### src/rtl/id_stage.sv
// -----------------------------------------------------------------------------
// id_stage : instruction-decode stage of the 5-stage MIPS pipeline.
//
// Holds the IF/ID pipeline register, the 32x32 register file and the
// load-use / branch hazard unit. beq and j are resolved here, so the stage
// drives the redirect (Branch/Jump/JumpAddr) and the stall (IFWrite) back to
// IF. Decoded operands and controls go to the EX stage.
//
// Ports
//   clk, reset                  rising-edge clock, async active-high reset
//   Instruction_if, PC          instruction fetched by IF and its address
//   IF_flush                    squash the instruction being latched into IF/ID
//   MemRead_ex, RegWrite_ex,
//   RegWriteAddr_ex             producer currently in EX
//   RegWrite_mem,
//   RegWriteAddr_mem            producer currently in MEM
//   RegWrite_wb, RegWriteAddr_wb,
//   RegWriteData_wb             register-file write port from WB
//   IFWrite                     0 stalls IF and the IF/ID register
//   Branch, Jump, JumpAddr      taken beq / j and their common target
//   ReadData1_id, ReadData2_id  rs / rt operand values
//   Imm_id                      sign-extended imm16
//   Rs_id, Rt_id, Rd_id         register specifiers
//   RegWrite_id .. ALUCode_id   EX/MEM/WB controls (ALUCode: 0 add, 1 sub,
//                               2 and, 3 or, 4 slt)
// -----------------------------------------------------------------------------
module id_stage (
   input  logic        clk,
   input  logic        reset,
   input  logic [31:0] Instruction_if,
   input  logic [31:0] PC,
   input  logic        IF_flush,
   input  logic        MemRead_ex,
   input  logic        RegWrite_ex,
   input  logic [4:0]  RegWriteAddr_ex,
   input  logic        RegWrite_mem,
   input  logic [4:0]  RegWriteAddr_mem,
   input  logic        RegWrite_wb,
   input  logic [4:0]  RegWriteAddr_wb,
   input  logic [31:0] RegWriteData_wb,
   output logic        IFWrite,
   output logic        Branch,
   output logic        Jump,
   output logic [31:0] JumpAddr,
   output logic [31:0] ReadData1_id,
   output logic [31:0] ReadData2_id,
   output logic [31:0] Imm_id,
   output logic [4:0]  Rs_id,
   output logic [4:0]  Rt_id,
   output logic [4:0]  Rd_id,
   output logic        RegWrite_id,
   output logic        MemRead_id,
   output logic        MemWrite_id,
   output logic        MemtoReg_id,
   output logic        ALUSrc_id,
   output logic        RegDst_id,
   output logic [2:0]  ALUCode_id
);

   localparam logic [5:0] OP_RTYPE = 6'b000000;
   localparam logic [5:0] OP_ADDI  = 6'b001000;
   localparam logic [5:0] OP_LW    = 6'b100011;
   localparam logic [5:0] OP_SW    = 6'b101011;
   localparam logic [5:0] OP_BEQ   = 6'b000100;
   localparam logic [5:0] OP_J     = 6'b000010;

   localparam logic [5:0] FN_ADD   = 6'b100000;
   localparam logic [5:0] FN_SUB   = 6'b100010;
   localparam logic [5:0] FN_AND   = 6'b100100;
   localparam logic [5:0] FN_OR    = 6'b100101;
   localparam logic [5:0] FN_SLT   = 6'b101010;

   localparam logic [2:0] ALU_ADD  = 3'd0;
   localparam logic [2:0] ALU_SUB  = 3'd1;
   localparam logic [2:0] ALU_AND  = 3'd2;
   localparam logic [2:0] ALU_OR   = 3'd3;
   localparam logic [2:0] ALU_SLT  = 3'd4;

   // IF/ID register and register file state
   logic [31:0] instr_q, instr_d;
   logic [31:0] pc_q,    pc_d;
   logic [31:0] regs_q [32];
   logic [31:0] regs_d [32];

   // Decoded fields
   logic [5:0]  op;
   logic [5:0]  funct;
   logic [4:0]  rs, rt, rd;
   logic        is_rtype, is_addi, is_lw, is_sw, is_beq, is_j;
   logic        uses_rt;

   // Hazard terms
   logic        load_use_hz;
   logic        branch_hz;
   logic        hazard;

   // Address arithmetic
   logic signed [31:0] imm_sext;
   logic [31:0]        pc_plus4;
   logic [31:0]        branch_target;
   logic [31:0]        jump_target;

   // Un-gated controls before the bubble is applied
   logic        ctl_regwrite, ctl_memread, ctl_memwrite;
   logic        ctl_memtoreg, ctl_alusrc, ctl_regdst;
   logic [2:0]  ctl_alucode;

   // --------------------------------------------------------------------------
   // IF/ID register next state: flush beats stall beats load.
   // --------------------------------------------------------------------------
   always_comb begin
      instr_d = instr_q;
      pc_d    = pc_q;
      if (IF_flush) begin
         instr_d = 32'h0000_0000;
         pc_d    = PC;
      end else if (!hazard) begin
         instr_d = Instruction_if;
         pc_d    = PC;
      end
   end

   always_ff @(posedge clk or posedge reset) begin
      if (reset) begin
         instr_q <= 32'h0000_0000;
         pc_q    <= 32'h0000_0000;
      end else begin
         instr_q <= instr_d;
         pc_q    <= pc_d;
      end
   end

   // --------------------------------------------------------------------------
   // Register file. r0 is never written, so its flop stays at zero.
   // --------------------------------------------------------------------------
   always_comb begin
      regs_d = regs_q;
      if (RegWrite_wb && (RegWriteAddr_wb != 5'd0)) begin
         regs_d[RegWriteAddr_wb] = RegWriteData_wb;
      end
   end

   always_ff @(posedge clk or posedge reset) begin
      if (reset) begin
         for (int i = 0; i < 32; i++) begin
            regs_q[i] <= 32'h0000_0000;
         end
      end else begin
         for (int i = 0; i < 32; i++) begin
            regs_q[i] <= regs_d[i];
         end
      end
   end

   // --------------------------------------------------------------------------
   // Field extraction
   // --------------------------------------------------------------------------
   assign op       = instr_q[31:26];
   assign rs       = instr_q[25:21];
   assign rt       = instr_q[20:16];
   assign rd       = instr_q[15:11];
   assign funct    = instr_q[5:0];

   assign is_rtype = (op == OP_RTYPE);
   assign is_addi  = (op == OP_ADDI);
   assign is_lw    = (op == OP_LW);
   assign is_sw    = (op == OP_SW);
   assign is_beq   = (op == OP_BEQ);
   assign is_j     = (op == OP_J);

   // Instructions that actually consume rt as a source operand.
   assign uses_rt  = is_rtype | is_sw | is_beq;

   // Combinational reads with WB write-through, so a value written this cycle
   // is visible to the instruction in ID without an extra bypass in EX.
   always_comb begin
      if (rs == 5'd0) begin
         ReadData1_id = 32'h0000_0000;
      end else if (RegWrite_wb && (RegWriteAddr_wb == rs)) begin
         ReadData1_id = RegWriteData_wb;
      end else begin
         ReadData1_id = regs_q[rs];
      end
   end

   always_comb begin
      if (rt == 5'd0) begin
         ReadData2_id = 32'h0000_0000;
      end else if (RegWrite_wb && (RegWriteAddr_wb == rt)) begin
         ReadData2_id = RegWriteData_wb;
      end else begin
         ReadData2_id = regs_q[rt];
      end
   end

   // --------------------------------------------------------------------------
   // Main decode. Unknown opcodes and functs leave everything at zero.
   // --------------------------------------------------------------------------
   always_comb begin
      ctl_regwrite = 1'b0;
      ctl_memread  = 1'b0;
      ctl_memwrite = 1'b0;
      ctl_memtoreg = 1'b0;
      ctl_alusrc   = 1'b0;
      ctl_regdst   = 1'b0;
      ctl_alucode  = ALU_ADD;
      if (is_rtype) begin
         case (funct)
            FN_ADD: begin ctl_regwrite = 1'b1; ctl_regdst = 1'b1; ctl_alucode = ALU_ADD; end
            FN_SUB: begin ctl_regwrite = 1'b1; ctl_regdst = 1'b1; ctl_alucode = ALU_SUB; end
            FN_AND: begin ctl_regwrite = 1'b1; ctl_regdst = 1'b1; ctl_alucode = ALU_AND; end
            FN_OR:  begin ctl_regwrite = 1'b1; ctl_regdst = 1'b1; ctl_alucode = ALU_OR;  end
            FN_SLT: begin ctl_regwrite = 1'b1; ctl_regdst = 1'b1; ctl_alucode = ALU_SLT; end
            default: ;
         endcase
      end else if (is_addi) begin
         ctl_regwrite = 1'b1;
         ctl_alusrc   = 1'b1;
      end else if (is_lw) begin
         ctl_regwrite = 1'b1;
         ctl_memread  = 1'b1;
         ctl_memtoreg = 1'b1;
         ctl_alusrc   = 1'b1;
      end else if (is_sw) begin
         ctl_memwrite = 1'b1;
         ctl_alusrc   = 1'b1;
      end
   end

   // --------------------------------------------------------------------------
   // Hazard unit
   // --------------------------------------------------------------------------
   // A load in EX cannot be forwarded in time to the instruction in ID.
   assign load_use_hz = MemRead_ex && (RegWriteAddr_ex != 5'd0) &&
                        ((RegWriteAddr_ex == rs) ||
                         (uses_rt && (RegWriteAddr_ex == rt)));

   // beq compares in ID, so any in-flight producer in EX or MEM must drain to
   // WB first, where the write-through supplies the value.
   assign branch_hz = is_beq && (
                         (RegWrite_ex  && (RegWriteAddr_ex  != 5'd0) &&
                          ((RegWriteAddr_ex  == rs) || (RegWriteAddr_ex  == rt))) ||
                         (RegWrite_mem && (RegWriteAddr_mem != 5'd0) &&
                          ((RegWriteAddr_mem == rs) || (RegWriteAddr_mem == rt))));

   assign hazard  = load_use_hz | branch_hz;
   assign IFWrite = ~hazard;

   // --------------------------------------------------------------------------
   // Outputs to EX; a stall turns this instruction into a bubble by killing
   // every state-changing control.
   // --------------------------------------------------------------------------
   assign RegWrite_id = ctl_regwrite & ~hazard;
   assign MemRead_id  = ctl_memread  & ~hazard;
   assign MemWrite_id = ctl_memwrite & ~hazard;
   assign MemtoReg_id = ctl_memtoreg;
   assign ALUSrc_id   = ctl_alusrc;
   assign RegDst_id   = ctl_regdst;
   assign ALUCode_id  = ctl_alucode;

   assign Rs_id  = rs;
   assign Rt_id  = rt;
   assign Rd_id  = rd;

   assign imm_sext = {{16{instr_q[15]}}, instr_q[15:0]};
   assign Imm_id   = imm_sext;

   // --------------------------------------------------------------------------
   // Redirect
   // --------------------------------------------------------------------------
   assign pc_plus4      = pc_q + 32'd4;
   assign branch_target = pc_plus4 + {imm_sext[29:0], 2'b00};
   assign jump_target   = {pc_plus4[31:28], instr_q[25:0], 2'b00};

   assign Branch = is_beq & ~hazard & (ReadData1_id == ReadData2_id);
   assign Jump   = is_j   & ~hazard;

   always_comb begin
      if (is_beq) begin
         JumpAddr = branch_target;
      end else if (is_j) begin
         JumpAddr = jump_target;
      end else begin
         JumpAddr = pc_plus4;
      end
   end

endmodule

### config.mk
export PLATFORM = sky130hd
export DESIGN_NAME = id_stage
export DESIGN_NICKNAME = d
export VERILOG_FILES = /design/src/rtl/id_stage.sv
export SDC_FILE = /design/constraint.sdc
export NUM_CORES = 2
export LEC_CHECK = 0
export CELL_PAD_IN_SITES_DETAIL_PLACEMENT = 0
export CELL_PAD_IN_SITES_GLOBAL_PLACEMENT = 1
export CORE_UTILIZATION = 45
export CTS_CLUSTER_DIAMETER = 80
export CTS_CLUSTER_SIZE = 8
export DETAILED_ROUTE_END_ITERATION = 6
export HOLD_SLACK_MARGIN = 0.05
export PLACE_DENSITY_LB_ADDON = 0.1
export SETUP_SLACK_MARGIN = 0.15
export SYNTH_ARGS = -nofsm -noshare
export SYNTH_HDL_FRONTEND = slang
export SYNTH_SLANG_ARGS = --single-unit
### constraint.sdc
create_clock -name clk -period 37.3 [get_ports clk]
set_clock_uncertainty 0.05 [all_clocks]
set_input_delay 5.595 -clock clk [delete_from_list [all_inputs] [get_ports clk]]
set_output_delay 5.595 -clock clk [all_outputs]
set_load 0.01 [all_outputs]
==> metrics.md <==
| Metric | Value |
|---|---|
| Final non-filler cell area | `roughly 69000 µm²` |
| Final total power | `3660 µW` |
| LEAKAGE | `0.0289 µW` |
| Data arrival time of the critical path | `roughly 11 ns` |
| Relative slew slack | `17.4%` |
| Net total in the final layout | `roughly 4.7k` |
| Violations in the final reports | `DRC` |
| Area of the core region | `134000 µm²` |
| Count of distinct cell types in the synthesized netlist | `72` |
| Count of non-filler cells in the finished layout | `6314` |
| Top Ports | `273` |
| Share of the clock period used by the worst path after layout | `45.7%` |
| Fill cell total of the finished layout | `11.5k` |
| Via-per-instance ratio | `6.58` |
| Critical Path End Type | `primary output` |
| Area of the multi-input gates | `31500 µm²` |
| Top_reg_cell synth | `dfrtp_1` |
| Number of hold violations in the final report | `0` |
| Final weighted congestion in routability-driven placement | `0.857` |
| Power Internal | `2600 µW` |
| Post-synth EDFFs | `0` |
| Drt pass-1 iters | `7` |
| TritonCTS clock tree | `yes` |
| Number of nets with antenna violations after routing | `0` |
| Clock slew at reported path FFs | `0.05 ns` |
| Clock latency at the later pin of the worst-skew pair | `0.79 ns` |
| Fmax achieved | `between 50 and 60 MHz` |
| Sink count of the clock tree | `1088` |
| GRT Total Usage | `32.8%` |
| Effective utilization at floorplan | `a little under half` |
| Floorplan die width | `roughly 370 µm` |
| Total number of placement rows | `134` |
| Part of the power in registers | `42.6%` |
| Critical Path Start Type | `input port` |
| Sequential cell area fraction in the yosys report | `44.7%` |
| Number of clock buffers inserted by TritonCTS | `154` |
| Result of the run | `finished with violations` |
| Clock share of power | `a little over a third` |
| Total wire length after detailed routing | `222000 µm` |
| Transition time at the pin with the least slew margin | `1.23 ns` |
| Synth Net Count | `4595` |
| Switching part of the total power | `~29%` |
| Share of cells above drive strength 1 | `42.1%` |
| Maximum fanout along the worst path | `28` |
| Die footprint | `137000 µm²` |
| Peak supply drop | `between 0.03 and 0.04 mV` |
| Portion of synthesized cell area occupied by the leading cell type | `44.7%` |
| Final-report max-slew violation count | `0` |
| Mean area per synthesized cell | `13.7 µm²` |
| Detailed Place HPWL | `133000 µm` |
| Number of DRC violations after detailed-routing iteration 0 | `3919` |
| Antenna violations before repair | `4` |
| Final worst path period need | `17.05 ns` |
| Count of cells resized by post-cts repair | `0` |
| Critical path type | `input port to primary output` |
| #FFs+latches synth | `1088` |
| Data required time at the worst endpoint | `31.65 ns` |
| Root buffer cell | `clkbuf_16` |
| Vert. Die Dim | `370 µm` |
| Cell type contributing the most total cell area after synthesis | `dfrtp_1` |
| Power density of the placed cells | `roughly 53 nW/µm²` |
| Max clock buf depth | `3` |
| Number of warnings issued by yosys | `0` |
| Placement-stage cell area | `approximately 65000 µm²` |
| Remaining DRCs | `51` |
| FF/Latch Area | `between 20000 and 30000 µm²` |
| Placed Instances | `6136` |
| Number of global-route vias before repair | `42.0k` |
| Max-cap violations | `0` |
| Top cell types by occurrence after synthesis | `dfrtp_1 (1088), mux2_2 (1013), mux4_2 (511), clkbuf_1 (262), nand2_1 (249)` |
| Number of cells produced by synthesis | `4439` |
| P&R area growth vs syn | `13.5%` |
| Wire length of the first global-routing pass | `roughly 320000 µm` |
| Final global-route overflow total | `0` |
| Number of buffers inserted by hold repair at cts | `0` |
| Detailed-route via count | `approximately 42k` |
| Average routed wire per standard cell | `~35 µm` |
| Setup violation total in the final timing report | `0` |
| Worst hold-check path type | `flip-flop to flip-flop` |
| Maximum number of pins on one net before global-route repair | `158` |
| Post-route setup TNS | `0 ns` |
| Slowest library cell on the worst path | `nor4_1` |
| Cell types occupying the most area after synthesis | `dfrtp_1 (45%), mux4_2 (19%), mux2_2 (19%), mux2i_1 (1.7%), clkbuf_1 (1.6%)` |
| Cell-by-cell listing of the critical path | `clkdlybuf4s50_1, xor2_1, nor4_2, nand3_2, buf_4, nand2_1, buf_4, nor2_1, a32o_1, xor2_1, nor4_1, nand3_1, nor3_1, nor4b_2, clkdlybuf4s50_1` |
| IO buf count | `272` |
| Top-count cell post-synth | `dfrtp_1` |
| Switching power | `~1100 µW` |
| Gate power share | `between 20% and 30%` |
| Share of synthesized registers carrying an async set or reset | `100%` |
| Count of H-tree levels built during CTS | `4` |
| Mapped Area | `a little over 60000 µm²` |
| Post-CTS setup buffer count | `0` |
| Unrepaired setup endpoints after global routing | `no` |
| Critical path's largest stage delay | `0.68 ns` |
per-layer routing:
layer / vias to the layer above / GRT usage, % / share of wire (%)
met2: 1669 / 49.6 / 45
met4: 6 / 12.5 / 3.9
met5: - / 0 / 0.025
met3: 396 / 7.49 / 7.9
li1: 16922 / - / -
met1: 22584 / 46.1 / 43
critical path, delay by kind of cell:
family / cells / cell delay [ns]
XOR/XNOR: 2 / 0.45
AND/OR/NAND/NOR: 8 / 3.17
buffers and inverters: 4 / 1.89
AO/OA/AOI/OAI: 1 / 0.25
power by group through the flow:
stage	clock (µW)	sequential [µW]	combinational, µW
floorplan	0	1520	594
global placement	0	1560	801
detailed placement	0	1570	811
CTS	1310	1550	813
global route	1360	1590	863
finish	1290	1560	812
metrics by stage:
stage	worst slack [ns]	hold slack, ns	util (%)
after floorplan	1.02	0.391	-
after global routing	20.30	0.357	51.7
final	20.25	0.340	51.7
after global placement	20.56	0.326	48.5
after CTS	20.46	0.344	51.7
after detailed placement	20.52	0.332	48.5
cells in the final DEF (no fill, tap or decap), drive strengths merged, types with 73 or more instances in the layout:
cell type      count
dfrtp           1088
mux2            1013
mux4             511
clkdlybuf4s50    272
nand2            250
clkbuf           158
buf              143
nor2             134
a21oi            106
mux2i            106
o21ai             75
nand3             73
flip-flops by register name, indices dropped and copies added (netlist names):
signal,cells
regs_q,1024
instr_q,32
pc_q,32
worst paths after layout:
| path | startpoint | endpoint | slack, ns | cells past startpoint |
|---|---|---|---|---|
| worst max-delay path | RegWriteAddr_wb[4] | Branch | 20.25 | 15 |
| worst min-delay path | regs_q[1000]$_DFFE_PP0P_ | regs_q[1000]$_DFFE_PP0P_ | 0.34 | 0 |
| worst max register to register | instr_q[21]$_DFFE_PP0P_ | pc_q[22]$_DFFE_PP0P_ | 32.66 | 13 |
| worst min register to register | regs_q[1000]$_DFFE_PP0P_ | regs_q[1000]$_DFFE_PP0P_ | 0.34 | 0 |
| max in group asynchronous | reset | regs_q[832]$_DFFE_PP0P_ | 28.46 | 5 |
| min in group asynchronous | reset | regs_q[404]$_DFFE_PP0P_ | 5.41 | 2 |
logic make-up (layout without fill, tap and decap cells):
| family | Yosys count | count (layout) | synth area share, % |
|---|---|---|---|
| buffers and inverters | 504 | 607 | 3.97 |
| other | 0 | 4 | 0 |
| AND/OR/NAND/NOR | 626 | 626 | 4.77 |
| XOR/XNOR | 111 | 111 | 1.60 |
| AO/OA/AOI/OAI | 442 | 442 | 4.78 |
| multiplexers | 1630 | 1630 | 39.4 |
| flip-flops | 1088 | 1088 | 44.7 |
| adder cells (fa/ha/maj) | 38 | 38 | 0.793 |
area by class of cell:
type / instances / share of cell area, %
multi-input combinational: 2847 / 45.6
sequential: 1088 / 39.4
tap: 1768 / 3.20
clock inverter: 16 / 0.454
inverter: 18 / 0.112
clock buffer: 158 / 5.62
antenna: 4 / 0.0145
timing repair buffer: 415 / 5.58
(Power assumes the default switching activity.)
